--- src/rtl/video_timing_pkg.sv ---
// video_timing_pkg: shared phase encoding and phase-length lookup for the raster timing generator.
package video_timing_pkg;
  localparam int POS_W = 11;
  typedef enum logic [1:0] {PH_VISIBLE, PH_FRONT, PH_SYNC, PH_BACK} video_phase_t;
  function automatic int phase_len(video_phase_t p, int v, int f, int s, int b);
    return p == PH_VISIBLE ? v : p == PH_FRONT ? f : p == PH_SYNC ? s : b;
  endfunction
endpackage

--- src/rtl/video_phase_counter.sv ---
// video_phase_counter: enable-stepped position counter with visible/front/sync/back phase tracking.
module video_phase_counter
  import video_timing_pkg::*;
#(
  parameter int VISIBLE = 640,
  parameter int FRONT   = 16,
  parameter int SYNC    = 96,
  parameter int BACK    = 48
) (
  input  logic             i_clock,
  input  logic             i_reset,
  input  logic             i_enable,
  output logic [POS_W-1:0] o_count,
  output video_phase_t     o_phase,
  output logic             o_wrap
);
  localparam int TOTAL = VISIBLE + FRONT + SYNC + BACK;
  video_phase_t phase_n;
  logic [POS_W-1:0] pcnt;
  logic last;
  // pcnt counts within the current phase so each phase ends on its own length
  assign last = pcnt == POS_W'(phase_len(o_phase, VISIBLE, FRONT, SYNC, BACK) - 1);
  assign o_wrap = i_enable && o_count == POS_W'(TOTAL - 1);
  always_comb phase_n = (i_enable && last) ? video_phase_t'(o_phase + 2'd1) : o_phase;
  always_ff @(posedge i_clock) begin
    if (i_reset) begin
      o_count <= '0;
      pcnt    <= '0;
      o_phase <= PH_VISIBLE;
    end else begin
      o_phase <= phase_n;
      if (i_enable) begin
        o_count <= o_wrap ? '0 : o_count + 1'b1;
        pcnt    <= last ? '0 : pcnt + 1'b1;
      end
    end
  end
endmodule

--- src/rtl/video_timing_generator.sv ---
// video_timing_generator: raster position/flag source with latency-matched sync, DE and pixel output.
module video_timing_generator
  import video_timing_pkg::*;
#(
  parameter int H_VISIBLE    = 640,
  parameter int H_FRONT      = 16,
  parameter int H_SYNC       = 96,
  parameter int H_BACK       = 48,
  parameter int V_VISIBLE    = 480,
  parameter int V_FRONT      = 10,
  parameter int V_SYNC       = 2,
  parameter int V_BACK       = 33,
  parameter int SYNC_ACTIVE  = 0,
  parameter int CLOCK_DIV    = 1,
  parameter int DATA_LATENCY = 3
) (
  input  logic             i_clock,
  input  logic             i_reset,
  output logic             o_video_hblank,
  output logic             o_video_vblank,
  output logic [POS_W-1:0] o_video_pos_x,
  output logic [POS_W-1:0] o_video_pos_y,
  input  logic [31:0]      i_video_rdata,
  output logic             o_hsync,
  output logic             o_vsync,
  output logic             o_data_enable,
  output logic [23:0]      o_rgb,
  output logic             o_frame_irq
);
  localparam int H_TOTAL = H_VISIBLE + H_FRONT + H_SYNC + H_BACK;
  localparam int V_TOTAL = V_VISIBLE + V_FRONT + V_SYNC + V_BACK;
  localparam int DW = CLOCK_DIV > 1 ? $clog2(CLOCK_DIV) : 1;
  localparam logic SA = SYNC_ACTIVE != 0;
  localparam logic [2:0] IDLE = {~SA, ~SA, 1'b0};
  if (H_TOTAL > 2048 || V_TOTAL > 2048) begin : g_size_check
    $error("video_timing_generator: H_TOTAL/V_TOTAL must not exceed 2048");
  end
  logic [DW-1:0] div;
  logic tick, h_wrap, unused_v_wrap, unused_rdata;
  logic [POS_W-1:0] h_count, v_count;
  video_phase_t h_phase, v_phase;
  logic [2:0] raw;
  logic [DATA_LATENCY:0][2:0] pipe;
  assign tick = div == DW'(CLOCK_DIV - 1);
  video_phase_counter #(.VISIBLE(H_VISIBLE), .FRONT(H_FRONT), .SYNC(H_SYNC), .BACK(H_BACK)) u_h (
    .i_clock(i_clock), .i_reset(i_reset), .i_enable(tick),
    .o_count(h_count), .o_phase(h_phase), .o_wrap(h_wrap)
  );
  video_phase_counter #(.VISIBLE(V_VISIBLE), .FRONT(V_FRONT), .SYNC(V_SYNC), .BACK(V_BACK)) u_v (
    .i_clock(i_clock), .i_reset(i_reset), .i_enable(h_wrap),
    .o_count(v_count), .o_phase(v_phase), .o_wrap(unused_v_wrap)
  );
  assign raw = {h_phase == PH_SYNC ? SA : ~SA, v_phase == PH_SYNC ? SA : ~SA,
                h_phase == PH_VISIBLE && v_phase == PH_VISIBLE};
  // pipe[0] is registered alongside pos; pipe[DATA_LATENCY] lines up with the returning pixel
  always_ff @(posedge i_clock) begin
    if (i_reset) begin
      div            <= '0;
      o_video_pos_x  <= '0;
      o_video_pos_y  <= '0;
      o_video_hblank <= 1'b0;
      o_video_vblank <= 1'b0;
      o_frame_irq    <= 1'b0;
      pipe           <= {(DATA_LATENCY + 1){IDLE}};
    end else begin
      div            <= tick ? '0 : div + 1'b1;
      o_video_pos_x  <= h_count;
      o_video_pos_y  <= v_count;
      o_video_hblank <= h_phase == PH_VISIBLE;
      o_video_vblank <= v_phase == PH_VISIBLE;
      o_frame_irq    <= v_count == POS_W'(V_VISIBLE) && o_video_pos_y == POS_W'(V_VISIBLE - 1);
      pipe[0]        <= raw;
      for (int i = 1; i <= DATA_LATENCY; i++) pipe[i] <= pipe[i-1];
    end
  end
  assign {o_hsync, o_vsync, o_data_enable} = pipe[DATA_LATENCY];
  assign o_rgb = o_data_enable ? i_video_rdata[23:0] : '0;
  assign unused_rdata = ^i_video_rdata[31:24];
endmodule

--- config.mk ---
export PLATFORM = sky130hd
export DESIGN_NAME = video_timing_generator
export DESIGN_NICKNAME = d
export VERILOG_FILES = /design/src/rtl/video_timing_pkg.sv /design/src/rtl/video_phase_counter.sv /design/src/rtl/video_timing_generator.sv
export SDC_FILE = /design/constraint.sdc
export NUM_CORES = 1
export LEC_CHECK = 0
export ABC_AREA = 1
export BUFFER_PORTS_ARGS = -buffer_cell sky130_fd_sc_hd__buf_4
export CAP_MARGIN = 10
export CORE_MARGIN = 2
export CORE_UTILIZATION = 54
export CTS_CLUSTER_SIZE = 28
export DETAILED_ROUTE_END_ITERATION = 10
export GPL_TIMING_DRIVEN = 0
export PLACE_DENSITY = 0.79
export SYNTH_ARGS = -nofsm -noshare
export SYNTH_HDL_FRONTEND = slang
export SYNTH_SLANG_ARGS = --single-unit
--- constraint.sdc ---
create_clock -name i_clock -period 1.9 [get_ports i_clock]
set_clock_uncertainty 0.1 [all_clocks]
set_input_delay 0.19 -clock i_clock [delete_from_list [all_inputs] [get_ports i_clock]]
set_output_delay 0.19 -clock i_clock [all_outputs]
set_load 0.05 [all_outputs]
Word level (Yosys, flattened, before mapping). Index checks and enable logic that the tools add are counted.

Flip-flop bits (word level): 86. Input port bits: 34. Output and inout port bits: 52. Word-level logic and storage cells: 58.

Add/sub/neg operators: 9. Equal/unequal tests: 10. Mux-type cells: 13. Bitwise gates (word level): 1. Reduce and logical (&&, ||, !) cells: 9.

Operators by type and width (count): 11-bit 2-to-1 mux (8); 11-bit by 1-bit adder with 11-bit output (second input constant) (4); 24-bit 2-to-1 mux (1); 11-bit by 10-bit equality test with 1-bit output (second input constant) (2); 11-bit equality test (2); 11-bit by 9-bit equality test with 1-bit output (second input constant) (2); 11-bit by 2-bit subtractor with 11-bit output (second input constant) (2); 7-bit 2-to-1 mux (1); 1-bit logical AND (6); 6-bit 2-to-1 mux (1); 2-bit by 1-bit adder with 2-bit output (second input constant) (2); 2-bit by 1-bit equality test with 1-bit output (second input constant) (2); 2-bit equality test (second input constant) (2); 2-bit logical NOT (2); 1-bit 2-to-1 mux (2); 2-bit OR reduction (1); 1-bit adder (second input constant) (1); 1-bit inverter (1).

Longest topological paths before layout.
Depth after elaboration: 7. Gate-level depth with buffers: 13. Gate-level depth less buffers: 13.

Cells and area by module. A second synthesis with hierarchy kept.

Cells, all modules: 597. Area total of the unflattened synthesis: 4166.5 sq um.

By module, submodules not included: video_phase_counter at u_v (times used 1, cells an instance 225, area an instance 1462.7 sq um, seq. area each 480.5 sq um); video_timing_generator (times used 1, cells an instance 182, area an instance 1355.0 sq um, seq. area each 760.7 sq um); video_phase_counter at u_h (times used 1, cells an instance 190, area an instance 1348.8 sq um, seq. area each 480.5 sq um).

Worst setup path before layout. No wires, ideal clock.

Path type: reg-to-output. Start point: reg pipe (netlist bit o_data_enable). End point: out o_rgb[10]. Data arrival time: 1.392 ns. Required time: 1.610 ns. Path slack: 0.218 ns. Stages on the path, launching flop included: 4. Buffers on the path: 1. Path through: dfxtp_1 clkbuf_1 nand2_1 inv_1.

Longest elaborated chain between the ends: 1.

RTL lines: start: declaration (line video_timing_generator.sv:43) `logic [DATA_LATENCY:0][2:0] pipe;`; start signal: assignment (line video_timing_generator.sv:64) `pipe <= {(DATA_LATENCY + 1){IDLE}};`; 24-bit 2-to-1 mux (line video_timing_generator.sv:77) `assign o_rgb = o_data_enable ? i_video_rdata[23:0] : '0;`; end: declaration (line video_timing_generator.sv:27) `output logic [23:0] o_rgb,`.

No other way between the ends.

Worst setup path in the final report.
Start point: reg u_h.o_count[1]. End point: reg u_v.pcnt[6].

Longest elaborated chain between the ends: 2.

RTL lines: start: declaration (line video_phase_counter.sv:13) `output logic [POS_W-1:0] o_count,`; start signal: assignment (line video_phase_counter.sv:33) `o_count <= o_wrap ? '0 : o_count + 1'b1;`; 11-bit by 10-bit equality test with 1-bit output (line video_phase_counter.sv:23) `assign o_wrap = i_enable && o_count == POS_W'(TOTAL - 1);`; 1-bit logical AND (line video_phase_counter.sv:23); end signal: assignment (line video_phase_counter.sv:34) `pcnt <= last ? '0 : pcnt + 1'b1;`; end: declaration (line video_phase_counter.sv:19) `logic [POS_W-1:0] pcnt;`.

No other way between the ends. A chain may end at the register's enable or synchronous reset.

==> out/qor.csv <==
stage;metric;value;unit
status;outcome;complete, no violations;
synth;synth_ff_type;dfxtp_1;
sta;setup_slack;0.1242;ns
cts;clk_pin_slew;0.09;ns
power;p_sw_share;23.82;%
layout;final_layout_size_suffix_gt1_share;21.85;%
power;p_leak;0.002345;uW
drt;vias_per_cell;4.896;
floorplanning;core;0.007253;mm2
synth;synth_area_per_cell;7.140;um2
power;clock_power_share;41.3;%
global_route;grt_util_all_layers;22.14;%
floorplanning;start_util;55.72;%
place;dp_hpwl;6602;um
layout;num-fill-cells;601;
layout;layout.nets;704;
sta;fin_tns_setup;0;ns
cts;numCtsBuffers;9;
sta;finalCritPeriodShare;93.47;%
worst_hold_path;min_path_cells;2;
sta;drv_slew;0;
setup_path;reg2reg_depth;9;
floorplanning;fp.dieW;90.51;um
setup_path;cp-start-kind;flip-flop;
drt;wl;8823;um
sta;setup_violations;0;
synth;yosys.area.top_type_share;42.60;%
layout;mostFrequentLayoutCells;121 x nand2_1, 96 x nor2_1, 84 x dfxtp_1;
sta;max_clock_freq;0.5631;GHz
layout;mostFrequentLayoutCell;nand2_1;
synth;synthCells;566;
place;post_dp_cell_area;0.004736;mm2
cts;clkSinkCount;86;
drt;drtIter0Drc;156;
drt;vias;3711;
place;dp_cells;741;
layout;fin_cells;758;
synth;syn-num-nets;615;
synth;async_reset_ff_share;0;%
power;power_frac_comb;5.8;%
cts;root_buffer;clkbuf_8;
layout;multi_input_area;0.001957;mm2
cts;cts_tree;done;
cts;clk_latency;0.37;ns
synth;synth_cell_type_count;33;
job;cap_viol_max_count;0;
sta;worst_pin_slew;0.6485;ns
sta;layout_min_cycle_time;1.776;ns
synth;yosys.area.top_type;dfxtp_1;
synth;syn-cell-area;0.004041;mm2
setup_path;crit_arrival;1.95;ns
sta;rsz0062_at_grt;false;
global_route;grt_max_degree;16;
power;seqPwrFrac;52.8;%
power;ir_worst_vdd;0.3833;mV
floorplanning;io_pins;86;
place;dpl_worst_slack;-0.01397;ns
power;finalPower;3467;uW
power;switching_power;826.0;uW
sta;maxSlewHeadroom;56.77;%
place;io_buffers;76;
global_route;overflow;0;
power;power_density;693.0;mW/mm2
synth;synth_edf_count;0;
floorplanning;num_rows;31;
floorplanning;die_h;90.51;um
layout;final_cell_area;0.005004;mm2
drt;first_pass_iters;4;
setup_path;required;2.07;ns
global_route;grt_pass1_wl;14900;um
worst_hold_path;hp-class;in2reg;
drt;antenna_left;0;
cts;ctsHoldBuffers;0;
layout;seq_area;0.001724;mm2
layout;num_antenna_cells;0;
layout;area_delta_synth_final;23.81;%
drt;wire_per_inst;11.64;um
global_route;grt_pass1_vias;3404;
synth;seq_area_frac_synth;42.60;%
synth;ys_top_cells_by_area;dfxtp_1 43%, nand2_1 11%, nor2_1 9.0%;
setup_path;crit_type;reg2reg;
cts;clockBufferDepth;2;
setup_path;crit_fanout;10;
power;p_int;2641;uW
global_route;antenna_found_initial;0;
cts;cts_max_level;3;
setup_path;critPathCaptureType;flip-flop;
drt;drc_errors;0;
sta;hold_violations;0;
place;gp_congestion;0.9084;
synth;synth_seq_cells;86;
synth;ys_warn_count;0;
floorplanning;fp.dieArea;0.008192;mm2
==> cells in the mapped netlist (2+ instances only) <==
| cell | n |
|---|---|
| clkbuf_1 | 7 |
| nor2_4 | 2 |
| inv_2 | 3 |
| nand2_2 | 6 |
| nand3b_1 | 2 |
| nand2_1 | 121 |
| o21ai_0 | 13 |
| nand4_1 | 13 |
| or2_2 | 6 |
| dfxtp_1 | 86 |
| nand3_1 | 31 |
| buf_2 | 3 |
| ha_1 | 15 |
| nor2_1 | 97 |
| nor4_1 | 2 |
| a21oi_1 | 12 |
| inv_1 | 85 |
| xor2_1 | 14 |
| xnor2_1 | 2 |
| nand3_2 | 5 |
| nor2_2 | 5 |
| nor3_2 | 5 |
| nor3_1 | 20 |
| buf_6 | 2 |
==> logic make-up after synthesis <==
group	count (synthesis)	share of synthesized area, %
xor gates and xnor gates	16	3.468
buffers and inverters	101	9.876
other	1	0.09279
DFF	86	42.60
AOI/OAI and AO/OA	30	3.901
adders and majority gates	15	4.644
and+or+nand+nor	317	35.42
==> registers in the layout, indices dropped and copies added (netlist names), 2 cells and up <==
signal and flops:
o_video_pos_x 11, o_video_pos_y 11, pipe 9, u_h.o_count 11, u_h.o_phase 2, u_h.pcnt 11
u_v.o_count 11, u_v.o_phase 2, u_v.pcnt 11
==> worst paths after layout <==
| path | slack, ns | from | end |
|---|---|---|---|
| worst min-delay path | 0.04 | i_reset | o_video_pos_x[1]$_SDFF_PP0_ |
| worst max register to register | 0.12 | u_h.o_count[1]$_SDFFE_PP0N_ | u_v.pcnt[6]$_SDFFE_PP0P_ |
| worst max-delay path | 0.12 | u_h.o_count[1]$_SDFFE_PP0N_ | u_v.pcnt[6]$_SDFFE_PP0P_ |
| worst min register to register | 0.30 | pipe[6]$_SDFF_PP0_ | o_data_enable$_SDFF_PP0_ |
==> power groups by stage <==
| stage | clock (uW) | combinational, uW | sequential (uW) |
|---|---|---|---|
| floorplan | 0 | 98.8 | 1890 |
| global placement | 0 | 197 | 1870 |
| CTS | 1460 | 202 | 1830 |
| finish | 1430 | 202 | 1830 |
| global route | 1520 | 221 | 1830 |
| detailed placement | 0 | 200 | 1870 |
==> layout make-up <==
cell class                      count  area share, %
Buffer                             12          1.325
Clock buffer                        9          2.476
Clock inverter                      6          1.900
Inverter                           89          6.702
Multi-Input combinational cell    380          39.11
Sequential cell                    86          34.46
Tap cell                           99          2.476
Timing Repair Buffer               77          11.55
==> layer usage <==
metal | vias up | GRT usage [%] | part of all wire (%)
met5 | - | 0 | 0
met4 | 0 | 10.38 | 2.4
met3 | 17 | 5.676 | 5.7
met2 | 108 | 37.44 | 48
met1 | 1659 | 26.23 | 44
li1 | 1927 | - | -
==> stage by stage <==
stage | hold slack, ns | utilization, %
final | 0.03827 | 68.98
after global routing | 0.05005 | 68.98
after CTS | 0.03562 | 68.41
after detailed placement | 0.2941 | 65.29
after global placement | 0.2912 | 65.29
after floorplan | 0.2883 | -
==> critical path: stages, from the launching register on <==
cell	delay [ns]
dfxtp_1	0.36
ha_1	0.19
nand2_2	0.09
nor2_4	0.10
nand3_2	0.09
nor2_4	0.25
buf_6	0.21
nand2_2	0.06
xor2_1	0.18
nor2_2	0.04
==> repair_timing <==
item | in CTS | in global routing
setup endpoints to repair | 9 | 34
setup buffers | 0 | 1
pin swaps | 0 | 1
resized for setup | 2 | 14
gates cloned | 0 | 1
Power figures use the tool's default switching activity.
